--- src/rtl/alu_op_sequencer_pkg.sv ---
// alu_op_sequencer_pkg: opcodes, FSM encoding and error-bit index shared by the sequencer and its users
package alu_op_sequencer_pkg;

    localparam logic [3:0] OP_ADD  = 4'd0;
    localparam logic [3:0] OP_SUB  = 4'd1;
    localparam logic [3:0] OP_MUL  = 4'd2;
    localparam logic [3:0] OP_DIV  = 4'd3;
    localparam logic [3:0] OP_MOD  = 4'd4;
    localparam logic [3:0] OP_LAST = OP_MOD;

    localparam logic [1:0] S_IDLE   = 2'd0;
    localparam logic [1:0] S_SETTLE = 2'd1;
    localparam logic [1:0] S_RESP   = 2'd2;

    localparam int ERR_DIV0 = 1;

    function automatic logic op_legal(input logic [3:0] op);
        return op <= OP_LAST;
    endfunction

endpackage

--- src/rtl/alu_op_sequencer.sv ---
// alu_op_sequencer: handshake front-end that drives a combinational ALU, waits for it to settle and returns the result
module alu_op_sequencer
    import alu_op_sequencer_pkg::*;
#(
    parameter int DW            = 16,
    parameter int RW            = 32,
    parameter int SETTLE_CYCLES = 2,
    parameter int ERRCW         = 8
) (
    input  logic             clk,
    input  logic             rst,
    input  logic             cmd_valid,
    output logic             cmd_ready,
    input  logic [DW-1:0]    cmd_a,
    input  logic [DW-1:0]    cmd_b,
    input  logic [3:0]       cmd_op,
    input  logic             cmd_chain,
    output logic [DW-1:0]    alu_in1,
    output logic [DW-1:0]    alu_in2,
    output logic [3:0]       alu_op,
    input  logic [RW-1:0]    alu_out,
    input  logic [1:0]       alu_err,
    output logic             rsp_valid,
    input  logic             rsp_ready,
    output logic [RW-1:0]    rsp_result,
    output logic [1:0]       rsp_err,
    output logic             rsp_illegal,
    output logic [ERRCW-1:0] err_count,
    output logic             busy
);

    localparam int CW = $clog2(SETTLE_CYCLES + 1);

    logic [1:0]       state_q, state_d;
    logic [CW-1:0]    cnt_q, cnt_d;
    logic [DW-1:0]    in1_q, in1_d, in2_q, in2_d, last_q, last_d;
    logic [3:0]       op_q, op_d;
    logic [RW-1:0]    res_q, res_d;
    logic [1:0]       err_q, err_d;
    logic             ill_q, ill_d;
    logic [ERRCW-1:0] ecnt_q, ecnt_d, ecnt_inc;

    assign ecnt_inc    = &ecnt_q ? ecnt_q : ecnt_q + 1'b1;
    assign cmd_ready   = state_q == S_IDLE;
    assign busy        = state_q != S_IDLE;
    assign rsp_valid   = state_q == S_RESP;
    assign alu_in1     = in1_q;
    assign alu_in2     = in2_q;
    assign alu_op      = op_q;
    assign rsp_result  = res_q;
    assign rsp_err     = err_q;
    assign rsp_illegal = ill_q;
    assign err_count   = ecnt_q;

    // Next state: accept in IDLE, count down the settle window, hold the response until taken
    always_comb begin
        state_d = state_q;
        cnt_d   = cnt_q;
        in1_d   = in1_q;
        in2_d   = in2_q;
        op_d    = op_q;
        res_d   = res_q;
        err_d   = err_q;
        ill_d   = ill_q;
        last_d  = last_q;
        ecnt_d  = ecnt_q;
        if (state_q == S_IDLE && cmd_valid) begin
            if (op_legal(cmd_op)) begin
                in1_d   = cmd_chain ? last_q : cmd_a;
                in2_d   = cmd_b;
                op_d    = cmd_op;
                cnt_d   = CW'(SETTLE_CYCLES);
                state_d = S_SETTLE;
            end else begin
                res_d   = '0;
                err_d   = '0;
                ill_d   = 1'b1;
                ecnt_d  = ecnt_inc;
                state_d = S_RESP;
            end
        end else if (state_q == S_SETTLE) begin
            cnt_d = cnt_q - 1'b1;
            if (cnt_q == CW'(1)) begin
                res_d   = alu_out;
                last_d  = alu_out[DW-1:0];
                err_d   = alu_err;
                ill_d   = 1'b0;
                ecnt_d  = alu_err != 2'b00 ? ecnt_inc : ecnt_q;
                state_d = S_RESP;
            end
        end else if (state_q == S_RESP && rsp_ready) begin
            state_d = S_IDLE;
        end
    end

    // State registers; reset drops any in-flight command
    always_ff @(posedge clk) begin
        if (rst) begin
            state_q <= S_IDLE;
            cnt_q   <= '0;
            in1_q   <= '0;
            in2_q   <= '0;
            op_q    <= '0;
            res_q   <= '0;
            err_q   <= '0;
            ill_q   <= 1'b0;
            last_q  <= '0;
            ecnt_q  <= '0;
        end else begin
            state_q <= state_d;
            cnt_q   <= cnt_d;
            in1_q   <= in1_d;
            in2_q   <= in2_d;
            op_q    <= op_d;
            res_q   <= res_d;
            err_q   <= err_d;
            ill_q   <= ill_d;
            last_q  <= last_d;
            ecnt_q  <= ecnt_d;
        end
    end

endmodule

--- config.mk ---
export PLATFORM = sky130hd
export DESIGN_NAME = alu_op_sequencer
export DESIGN_NICKNAME = d
export VERILOG_FILES = /design/src/rtl/alu_op_sequencer_pkg.sv /design/src/rtl/alu_op_sequencer.sv
export SDC_FILE = /design/constraint.sdc
export NUM_CORES = 1
export LEC_CHECK = 0
export BUFFER_PORTS_ARGS = -buffer_cell sky130_fd_sc_hd__buf_2
export CAP_MARGIN = 20
export CORE_MARGIN = 1
export CORE_UTILIZATION = 46
export CTS_CLUSTER_DIAMETER = 120
export CTS_CLUSTER_SIZE = 40
export DETAILED_ROUTE_END_ITERATION = 8
export PLACE_DENSITY_LB_ADDON = 0.3
export SLEW_MARGIN = 30
export SYNTH_ARGS = -nofsm -noshare
export SYNTH_HDL_FRONTEND = slang
export SYNTH_SLANG_ARGS = --single-unit
--- constraint.sdc ---
create_clock -name clk -period 3.5 [get_ports clk]
set_input_delay 0 -clock clk [delete_from_list [all_inputs] [get_ports clk]]
set_output_delay 0 -clock clk [all_outputs]
set_load 0.01 [all_outputs]
Yosys cells after proc, flatten, opt, wreduce, memory -nomap -nowiden:

Cells that the tools add are included.

* input port bits: 75
* register bits: 99
* output and inout bits: 82

* muxes and demuxes: 27
* bitwise logic cells: 1
* add/sub/neg operators: 2
* reductions and logical operators: 16
* equal/unequal tests: 6
* magnitude comparators: 1

Operator list (count)
* 32-bit 2-to-1 mux: 4
* 8-bit 2-to-1 mux: 6
* 2-bit 2-to-1 mux: 12
* 16-bit 2-to-1 mux: 1
* 2-bit nonzero test: 5
* 8-bit by 1-bit adder with 8-bit output, second input constant: 1
* 8-bit AND reduction: 1
* 2-bit AND reduction: 3
* 3-bit AND reduction: 2
* 2-bit by 1-bit equality test with 1-bit output, second input constant: 2
* 4-bit by 3-bit less-or-equal comparator with 1-bit output, second input constant: 1
* 1-bit 2-to-1 mux: 4
* 4-bit AND reduction: 1
* 3-bit by 2-bit != test with 1-bit output, second input constant: 1
* 3-bit nonzero test: 1
* 2-bit equality test, second input constant: 1
* 1-bit logical AND: 2
* 2-bit zero test: 1
* 2-bit by 1-bit != test with 1-bit output, second input constant: 1
* 2-bit != test, second input constant: 1
* 2-bit by 1-bit subtractor with 2-bit output, second input constant: 1
* 1-bit inverter: 1

Logic depth before layout (Yosys ltp):

Gate-level depths: netlist of the first run.

* word-level depth: 6
* depth in mapped cells: 8
* depth with buffers taken out: 7

Least setup slack after synthesis of the first run:

Ideal clock, no wire load.

* kind: register -> register
* start point: register state_q[0]
* end point: register in1_q[10], in the netlist alu_in1[10]
* arrival time: 1544 ps
* slack: 1810 ps
* setup time: 146 ps
* buffers on the path: 2
* stages on the path, launching flop included: 6
* cells stage by stage: dfxtp_1 -> or3b_1 -> buf_2 -> nor3_4 -> buf_2 -> a211oi_2

* cells in the longest elaborated chain, start to end: 3

Ends and longest elaborated chain
* start: declaration: RTL line alu_op_sequencer.sv:34 `logic [1:0] state_q, state_d;`
* start signal: assignment: RTL line alu_op_sequencer.sv:110 `state_q <= state_d;`
* 2-bit zero test: RTL line alu_op_sequencer.sv:67 `if (state_q == S_IDLE && cmd_valid) begin`
* 1-bit logical AND: RTL line alu_op_sequencer.sv:67
* 2-bit AND reduction (no line)
* end signal: assignment: RTL line alu_op_sequencer.sv:112 `in1_q <= in1_d;`
* end: declaration: RTL line alu_op_sequencer.sv:36 `logic [DW-1:0] in1_q, in1_d, in2_q, in2_d, last_q, last_d;`

No other way between the ends.
A chain may end at the register's enable or synchronous reset.

Worst setup path after layout of the first run:

* start point: register state_q[0]
* end point: register err_q[1], in the netlist rsp_err[1]

* cells in the longest elaborated chain, start to end: 4
* elaborated cells on any way between the ends: 8
* classes of those cells: 2 x eq/ne; 1 x mux; 5 x reduce/logical

Ends and longest elaborated chain
* 2-bit zero test: RTL line alu_op_sequencer.sv:67
* 1-bit logical AND: RTL line alu_op_sequencer.sv:67
* 2-bit != test (no line) or 2-bit nonzero test (tied branches)
* 3-bit AND reduction (no line)
* end signal: assignment: RTL line alu_op_sequencer.sv:116 `err_q <= err_d;`
* end: declaration: RTL line alu_op_sequencer.sv:39 `logic [1:0] err_q, err_d;`

Parallel ways exist; a longest one is shown, timed or not.

==> results of run 1 <==
[sequential cells by signal (all words and copies together), names as in the netlist]
signal and flops:
state_q 2, alu_in1 16, err_count 8, alu_in2 16
alu_op 4, rsp_err 2, rsp_illegal 1, cnt_q 2
rsp_result 32, last_q 16
[cells by family (layout without fill, tap and decap cells)]
group / after synthesis / in the layout / share of synthesized area [%]
adder cells (fa/ha/maj): 2 / 2 / 0.666
AND/OR/NAND/NOR: 172 / 172 / 19.4
buffers and inverters: 34 / 236 / 3.93
flip-flops: 99 / 99 / 52.7
AO/OA/AOI/OAI: 106 / 106 / 17.8
XOR/XNOR: 4 / 4 / 0.933
multiplexers: 17 / 17 / 4.53
[power groups by stage]
| stage | combinational, mW | clock, mW | sequential, mW |
|---|---|---|---|
| detailed placement | 0.233 | 0 | 1.20 |
| CTS | 0.282 | 0.761 | 1.17 |
| finish | 0.285 | 0.742 | 1.17 |
| global placement | 0.224 | 0 | 1.20 |
| floorplan | 0.126 | 0 | 1.21 |
| global route | 0.309 | 0.809 | 1.18 |
[worst reg2reg max path, delay by kind of cell, from the launching register on]
kind	cells	cell delay, ns
AOI/OAI and AO/OA	2	0.44
and+or+nand+nor	3	1.07
DFF	1	0.44
buffers and inverters	1	0.36
[stage by stage]
step / cell area [sq um] / worst slack, ns / power (mW)
final: 5350 / 1.12 / 2.20
after global routing: 5350 / 0.872 / 2.30
after CTS: 5350 / 1.13 / 2.22
after detailed placement: 4590 / 1.15 / 1.43
after global placement: 4560 / 1.27 / 1.42
after floorplan: 3760 / 1.81 / 1.34
[layout by cell type (no fill, tap or decap), types with 2 or more instances in the layout]
cell                            netlist  final
sky130_fd_sc_hd__buf_2                7    155
sky130_fd_sc_hd__nand2_1            108    108
sky130_fd_sc_hd__dfxtp_1             99     99
sky130_fd_sc_hd__a21oi_1             78     78
sky130_fd_sc_hd__dlygate4sd3_1        0     56
sky130_fd_sc_hd__nor2_1              28     28
sky130_fd_sc_hd__nand3_1             21     21
sky130_fd_sc_hd__mux2i_1             17     17
sky130_fd_sc_hd__a211oi_2            14     14
sky130_fd_sc_hd__clkbuf_8             0      9
sky130_fd_sc_hd__o21ai_0              5      5
sky130_fd_sc_hd__buf_4                3      5
sky130_fd_sc_hd__a211oi_1             4      4
sky130_fd_sc_hd__inv_1                3      3
sky130_fd_sc_hd__nor2b_1              3      3
sky130_fd_sc_hd__or3_1                3      3
sky130_fd_sc_hd__xnor2_1              3      3
sky130_fd_sc_hd__ha_1                 2      2
sky130_fd_sc_hd__inv_6                0      2
[layer usage]
metal	global-route usage (%)	wire, um	vias up
met4	12.0	302	0
li1	-	-	1861
met2	42.3	5030	133
met3	3.69	501	29
met5	0	0	-
met1	29.9	4460	1743
[layout make-up]
| type | count | area, sq um | area share, % |
|---|---|---|---|
| Clock inverter | 6 | 72.6 | 1.36 |
| Multi-Input combinational cell | 301 | 1630 | 30.4 |
| Sequential cell | 99 | 1980 | 37.0 |
| Clock buffer | 10 | 128 | 2.39 |
| Timing Repair Buffer | 217 | 1400 | 26.2 |
| Inverter | 3 | 11.3 | 0.210 |
| Tap cell | 102 | 128 | 2.39 |
[repair_timing]
action	CTS	global route
hold buffers	56	0
endpoints found under the hold margin	72	0
setup buffers	0	0
endpoints found under the setup margin	0	0
[final timing paths]
| check | startpoint | to | cells past startpoint |
|---|---|---|---|
| min reg2reg | rsp_result[1] | rsp_result[1] | 2 |
| max reg2reg | state_q[0] | rsp_err[1] | 6 |
| max | state_q[0] | rsp_err[1] | 6 |
| min | cmd_a[12] | alu_in1[12] | 3 |
[cells in the mapped netlist (all sizes together) (2+ instances only)]
| library cell | n | area share [%] |
|---|---|---|
| clkbuf | 21 | 2.1 |
| ha | 2 | 0.67 |
| nand2 | 108 | 11 |
| or3 | 3 | 0.50 |
| nand3 | 21 | 2.8 |
| a211oi | 18 | 5.5 |
| nor2b | 3 | 0.50 |
| buf | 10 | 1.5 |
| a21oi | 78 | 10 |
| o21ai | 6 | 0.80 |
| nor2 | 28 | 2.8 |
| xnor2 | 3 | 0.70 |
| mux2i | 17 | 4.5 |
| dfxtp | 99 | 53 |
| inv | 3 | 0.30 |
==> flow_results.org, run 1 <==
** Global routing
- The number of global-route vias before repair was 3723.
- Largest net degree at the start of global routing :: 55
- The number of antenna violations at the first check in global routing came to 0.
- Global routing finished with a remaining overflow of 0.
- Global routing used between 20% and 30% of the available tracks.
- The first global-routing pass estimated 16700 um of wire.

** Clock tree
- The clock passes through at most 2 buffers.
- Clock tree from TritonCTS :: built
- Number of CTS-inserted buffers :: 9
- The clock reaches the later pin of the worst-skew pair after 0.35 ns.
- CTS Root Cell :: sky130_fd_sc_hd__clkbuf_8
- Cells resized by post-CTS repair :: 0
- Maximum level of the CTS H-tree :: 3
- After clock tree synthesis, the clock-pin slew on the worst setup and hold paths is 0.10 ns.
- TritonCTS Sinks :: 99

** Timing
- Setup repair after global routing missed its margin :: no
- The final count of pins violating max slew was 0.
- The final number of hold-violating endpoints was 0.
- Final setup violation count :: 0
- The worst pin sits at a relative slew slack of 50.0%.
- Hold slack :: 0.0169 ns
- Setup total negative slack on the finished layout was measured at 0 ns.
- Static timing analysis puts the maximum clock frequency at 420 MHz.
- Pin slew with the least headroom to its limit :: 0.750 ns
- Final worst path period share :: 68.0%
- Final setup skew :: 0.0130 ns
- Min Clock Period, post-route :: between 2 and 2.5 ns

** Floorplan
- The floorplan step set the die width to between 90 and 100 um.
- The floorplan step defined a die boundary enclosing 8530 sq um.
- Core Box Area :: 7810 sq um
- Starting utilization of the core area :: 48.1%
- Vertical die dimension :: 92.4 um
- The floorplan has 32 rows.
- 157 I/O pins were placed.

** Drt
- 1st-iter DRT viols :: 137
- WL final :: ~10000 um
- Post-DR wirelength/cell :: about 14 um
- Total number of vias :: 3766
- Via/cell ratio :: a little over 5
- The detail route stage leaves a number of antenna-violating nets equal to 0.
- Number of search-and-repair iterations in the first detailed-routing pass :: 4
- In the routed design, unresolved DRC markers number 0.

** Pwr
- Power spread over the standard cell area amounts to 411 nW/um^2.
- Per report_power, the combinational group accounts for 12.9% of the total.
- Sequential share of power :: 53.4%
- Across the VDD grid, the largest voltage drop is 211 uV.
- In this run the power spent charging and discharging nets is 566 uW.
- Internal power :: between 1.5 and 2 mW
- Clock power frac :: 33.7%
- Sw Ratio :: 25.7%
- The analysis attributes to cell leakage a power of 2.32 nW.

** Run status
- Run status :: finished, final reports clean

** Setup path
- Combined buffer and inverter count along the critical path :: 1
- Cell family contributing the most delay on the critical path :: simple AND/OR/NAND/NOR gates
- Worst-path cell chain :: or3b_1 > o21bai_4 > and2_1 > buf_4 > nand2_1 > a21oi_1
- Sort of element at the end of the critical path :: register
- Class of the most critical setup path :: register to register
- Data arrival time at the worst-slack endpoint :: 2.65 ns
- For this run, the slowest stage of the critical path takes 0.64 ns.
- The worst register-to-register path has a setup slack of 1.12 ns.
- Worst EP required :: 3.77 ns
- STA classifies the critical path startpoint as a register.
- Along the worst path, the maximum fanout reaches 28.
- For this design, the slowest cell found on the critical path is sky130_fd_sc_hd__or3b_1.

** Flow run
- Max-cap violations :: 0

** Worst hold path
- The tightest min-delay check is of the input pin to register type.

** Synth
- Post-synth ARST share :: 0%
- Counting every instance in the synthesized netlist gives 434.
- In this run the cell area of the synthesized design comes to 3760 sq um.
- The synthesized design contains 99 register bits.
- Per-instance average area after synthesis :: a little under 9 sq um
- Syn. warnings :: 0
- Synthesis produced a netlist with a net count of 511.
- Main flop type after synthesis :: sky130_fd_sc_hd__dfxtp_1
- Sequential cells were found to cover 52.7% of the synthesized design area.
- In this run, synthesis inferred 0 flip-flops with an integrated enable.
- Yosys mapped the design onto 32 distinct sky130hd cell types.

** Placed design
- Detailed placement ended at an HPWL of 6440 um.
- Counting tap cells, the placed design contains a total of 666 instances.
- The congestion estimate from routability-driven global placement came to 0.855.
- In this run the tool buffered the top-level ports with between 150 and 200 buffer cells.

** Finish
- # fillers :: 642
- Total Nets Final :: between 700 and 800
- Once layout is complete, the utilization of the core stands at about two thirds.
- Antenna cells :: 0
- Fraction of layout instances using a drive strength above 1 :: 30.2%
- Leaving out filler cells and counting taps, the final layout contains roughly 740.
- Signed area change from the synthesized netlist to the final layout :: 42.4%
Note: power is estimated with default switching activity, not from simulation.
==> run 2: changes to the inputs <==
--- a/config.mk
+++ b/config.mk
@@ -5,10 +5,11 @@
 export SDC_FILE = /design/constraint.sdc
 export NUM_CORES = 1
 export LEC_CHECK = 0
+export ABC_AREA = 1
 export BUFFER_PORTS_ARGS = -buffer_cell sky130_fd_sc_hd__buf_2
 export CAP_MARGIN = 20
 export CORE_MARGIN = 1
-export CORE_UTILIZATION = 46
+export CORE_UTILIZATION = 43
 export CTS_CLUSTER_DIAMETER = 120
 export CTS_CLUSTER_SIZE = 40
 export DETAILED_ROUTE_END_ITERATION = 8
==> constraint.sdc (replaced) <==
create_clock -name clk -period 2.1 [get_ports clk]
set_input_delay 0 -clock clk [delete_from_list [all_inputs] [get_ports clk]]
set_output_delay 0 -clock clk [all_outputs]
set_load 0.01 [all_outputs]
==> flow_results.org, run 2 <==
** Timing
- Min Clock Period, post-route :: 1.69 ns
- Adding up every negative setup slack in the final design gives 0 ns.
- Timing would allow up to 591 MHz.
- Final worst path period share :: 80.6%
- Fin. max-slew vios :: 0
- The final number of hold-violating endpoints is 0.
- At the pin with the least slew margin, the transition time is 0.614 ns.
- On the final layout, the worst clock skew is between 0.015 and 0.02 ns.
- Setup slack on the critical path of the routed design comes to between 0.4 and 0.5 ns.
- In this run the tightest slew margin relative to its limit is 59.0%.
- Setup repair after global routing left no endpoint under its margin.
- Final setup violation count :: 0

** Pwr
- Leakage power figure :: around 2.5 nW
- Total Power :: 3.81 mW
- Dividing total power by cell area gives a power density of 685 nW/um^2.
- VDD IR-drop max :: around 300 uV

** Synth
- Leading cell types by count after synthesis :: sky130_fd_sc_hd__dfxtp_1, sky130_fd_sc_hd__nand2_1, sky130_fd_sc_hd__nor2_1
- Flop and latch count out of synthesis :: 99
- The synthesized design devotes to its leading area cell type 51.2% of total area.
- Biggest area consumer among synthesized cells :: sky130_fd_sc_hd__dfxtp_1
- Post-synth ARST share :: 0%
- Proportion of synthesized chip area in sequential cells :: 51.2%
- The cell area that synthesis handed to floorplanning was 3870 sq um.
- Summing the areas of all xor and xnor instances in the mapped netlist gives 0.453% of the synthesized area.
- Main combinational cell family by area after synthesis :: simple AND/OR/NAND/NOR gates
- Counting flops with a built-in enable in the synthesized netlist gives 0.
- After Yosys synthesis, and, or, nand and nor cells account for 21.6% of the synthesized area.
- Per-instance average area after synthesis :: 8.13 sq um
- Total nets after synthesis :: 553
- During synthesis, Yosys emitted a total of 0 warnings.
- Synthesized-area fraction occupied by adder cells :: 0.647%
- In the synthesized netlist the dominant register cell turns out to be sky130_fd_sc_hd__dfxtp_1.
- The synthesized netlist devotes 16.2% of its cell area to compound gates.
- In the synthesized netlist, the number of instances is 476.
- Multiplexer share of the synthesized area :: 4.14%
- Cell types occupying the most area after synthesis :: sky130_fd_sc_hd__dfxtp_1, sky130_fd_sc_hd__nand2_1, sky130_fd_sc_hd__a21oi_1, sky130_fd_sc_hd__nor2_1, sky130_fd_sc_hd__o21ai_0
- sky130_fd_sc_hd__dfxtp_1 is the most common cell in the netlist.
- Distinct cell type count after synthesis :: 28

** Global routing
- The number of global-route vias before repair was 3879.
- Largest net degree at the start of global routing :: 57
- The first global-routing pass estimated ~18000 um of wire.
- In the global route stage, overall resource usage came out at a little under a quarter.
- GR Overflow Total :: 0
- The number of antenna violations at the first check in global routing came to 0.

** Setup path
- STA classifies the critical path endpoint as a register.
- Critical path launch point type :: register
- The worst register-to-register path ends at alu_in1[4].
- Worst EP required :: 2.40 ns
- Worst r2r src :: state_q[0]
- On the worst path, the slowest cell contributes a delay of 0.35 ns.
- Reg-to-reg slack, setup :: 0.41 ns
- The critical path is of the register to register type.
- Master of the slowest instance on the critical path :: sky130_fd_sc_hd__dfxtp_1
- Reg2reg path depth :: 8
- By instance count, the cell type seen most on the critical path is sky130_fd_sc_hd__inv_2.
- For the worst setup path, the data arrival time is 1.99 ns.
- The signal on the critical path passes through inv_2 > nand2_2 > nor2_4 > nand3_4 > inv_2 > buf_12 > o21ai_0 > a21oi_1.
- Highest fanout seen on the critical path :: 34

** Finish
- Commonest cells after routing, fill and taps aside :: sky130_fd_sc_hd__buf_2, sky130_fd_sc_hd__dfxtp_1, sky130_fd_sc_hd__nand2_1
- Fraction of layout instances using a drive strength above 1 :: 30.7%
- Antenna cells :: 0
- The finished cells cover between 5000 and 6000 sq um.
- The area growth from synthesis to layout is 44.0%.
- After filler insertion, the fill cell instance count of the layout stands at about 730.
- Total Nets Final :: 765
- The register with the most flip-flops in the layout has 32 of them.
- Leading cell type in the layout, fill and taps excluded :: sky130_fd_sc_hd__buf_2

** Floorplan
- From left edge to right edge, the die measures 96.9 um.
- Area of the die :: around 9400 sq um
- The initial utilization of the core area, before any placement, comes to 44.4%.
- For this design the top-level I/O count stands at roughly 160.
- Measured along the y axis, the die boundary spans slightly below 100 um.
- The floorplan step defined a core boundary enclosing 8720 sq um.
- # rows :: 34

** Drt
- 1st-iter DRT viols :: 185
- WL final :: around 11000 um
- Total DRC errors in the routed layout :: 0
- Dividing the detail-routed wire length by the instance count gives about 13 um.
- Before antenna repair, the detailed router went through 8 iterations.
- The detail route stage leaves a number of antenna-violating nets equal to 0.
- Via/cell ratio :: 4.92
- The final route contains 3937 vias.

** Clock tree
- Cells resized by post-CTS repair :: 0
- Number of CTS-inserted buffers :: 9
- Maximum level of the CTS H-tree :: 3
- Worst-Skew Late Latency :: 0.36 ns
- Clock tree from TritonCTS :: built
- In this run, post-CTS hold repair placed 66 buffers.
- TritonCTS Sinks :: 99
- Clock tree synthesis selected as its root buffer the cell sky130_fd_sc_hd__clkbuf_8.
- No sink is reached through more buffers than the 2 on the longest clock path.
- Clock-pin slew was measured on the worst setup and hold paths at 0.10 ns.
- The number of setup buffers added after CTS is 0.

** Worst hold path
- The startpoint identified for the worst hold timing path is alu_out[20].
- The worst hold path terminates at rsp_result[20].
- The path class of the tightest hold or removal check is input pin to register.
- Cell depth of the worst min-delay path :: 5

** Flow run
- Max-cap violations :: 0

** Placed design
- After detailed placement, the total cell area comes to 4700 sq um.
- Final weighted congestion in routability-driven placement :: around 0.86
- In this run the tool buffered the top-level ports with 156 buffer cells.
- The wire-length estimate of the detail-placed layout is 6990 um.
- Before CTS, the worst setup slack after placement is 0.403 ns.

** Run status
- The flow ran to the end, and the final reports show no timing, DRC or antenna violations.
run 2: cell types whose count changed after synthesis, moves of 4 or more:
cell,previous run,this run
sky130_fd_sc_hd__o21ai_0,5,41
sky130_fd_sc_hd__nor2_1,28,63
sky130_fd_sc_hd__nand2_1,108,91
sky130_fd_sc_hd__a21oi_1,78,62
sky130_fd_sc_hd__a211oi_2,14,0
sky130_fd_sc_hd__inv_1,3,14
sky130_fd_sc_hd__nand2_2,0,11
sky130_fd_sc_hd__a21oi_2,0,10
sky130_fd_sc_hd__clkbuf_1,21,14
sky130_fd_sc_hd__nand3_1,21,15
sky130_fd_sc_hd__inv_2,0,5
sky130_fd_sc_hd__buf_6,0,4
run 2: cell families after synthesis:
| logic type | after synthesis |
|---|---|
| compound gates | 117 |
| flops | 99 |
| xor+xnor | 2 |
| simple gates | 193 |
| fa+ha+maj | 2 |
| mux | 16 |
| buf+inv | 47 |
run 2: worst max-delay path by stage:
stage | to | startpoint | cells past startpoint | slack (ns)
after floorplan | rsp_result[10] | state_q[0] | 8 | 0.64
after global placement | rsp_result[29] | state_q[1] | 8 | 0.47
after detailed placement | rsp_result[26] | state_q[0] | 8 | 0.40
after CTS | rsp_result[26] | state_q[0] | 8 | 0.39
after global routing | alu_in1[12] | state_q[0] | 8 | 0.21
final | alu_in1[4] | state_q[0] | 8 | 0.41
run 2: final cells by class:
cell class	instances	area [sq um]	area share [%]
Sequential cell	99	1980	35.6
Multi-Input combinational cell	330	1670	29.9
Timing Repair Buffer	229	1510	27.1
Clock buffer	10	138	2.47
Tap cell	108	135	2.43
Clock inverter	6	71.3	1.28
Inverter	19	71.3	1.28
run 2: power breakdown:
group	switching, mW	internal (mW)
clock	0.678	0.594
combinational	0.295	0.261
sequential	0.0414	1.94
run 2: metrics by stage:
stage	hold WS, ns	std cells	utilization, %
floorplan	0.165	476	-
global placement	0.254	719	53.9
detailed placement	0.266	719	53.9
CTS	0.00751	801	63.9
global route	0.0593	801	63.9
finish	0.0226	801	63.9
run 2: critical path, delay by kind of cell, from the launching register on:
kind	cells	cell delay [ns]
buf+inv	3	0.64
simple gates	3	0.39
flops	1	0.35
compound gates	2	0.24
run 2: per-layer routing:
metal | GRT usage, % | up-vias | part of all wire, %
met5 | 0 | - | 0
met1 | 29.6 | 1789 | 44
met2 | 39.1 | 148 | 49
li1 | - | 1986 | -
met4 | 8.73 | 0 | 1.7
met3 | 4.41 | 14 | 6.0
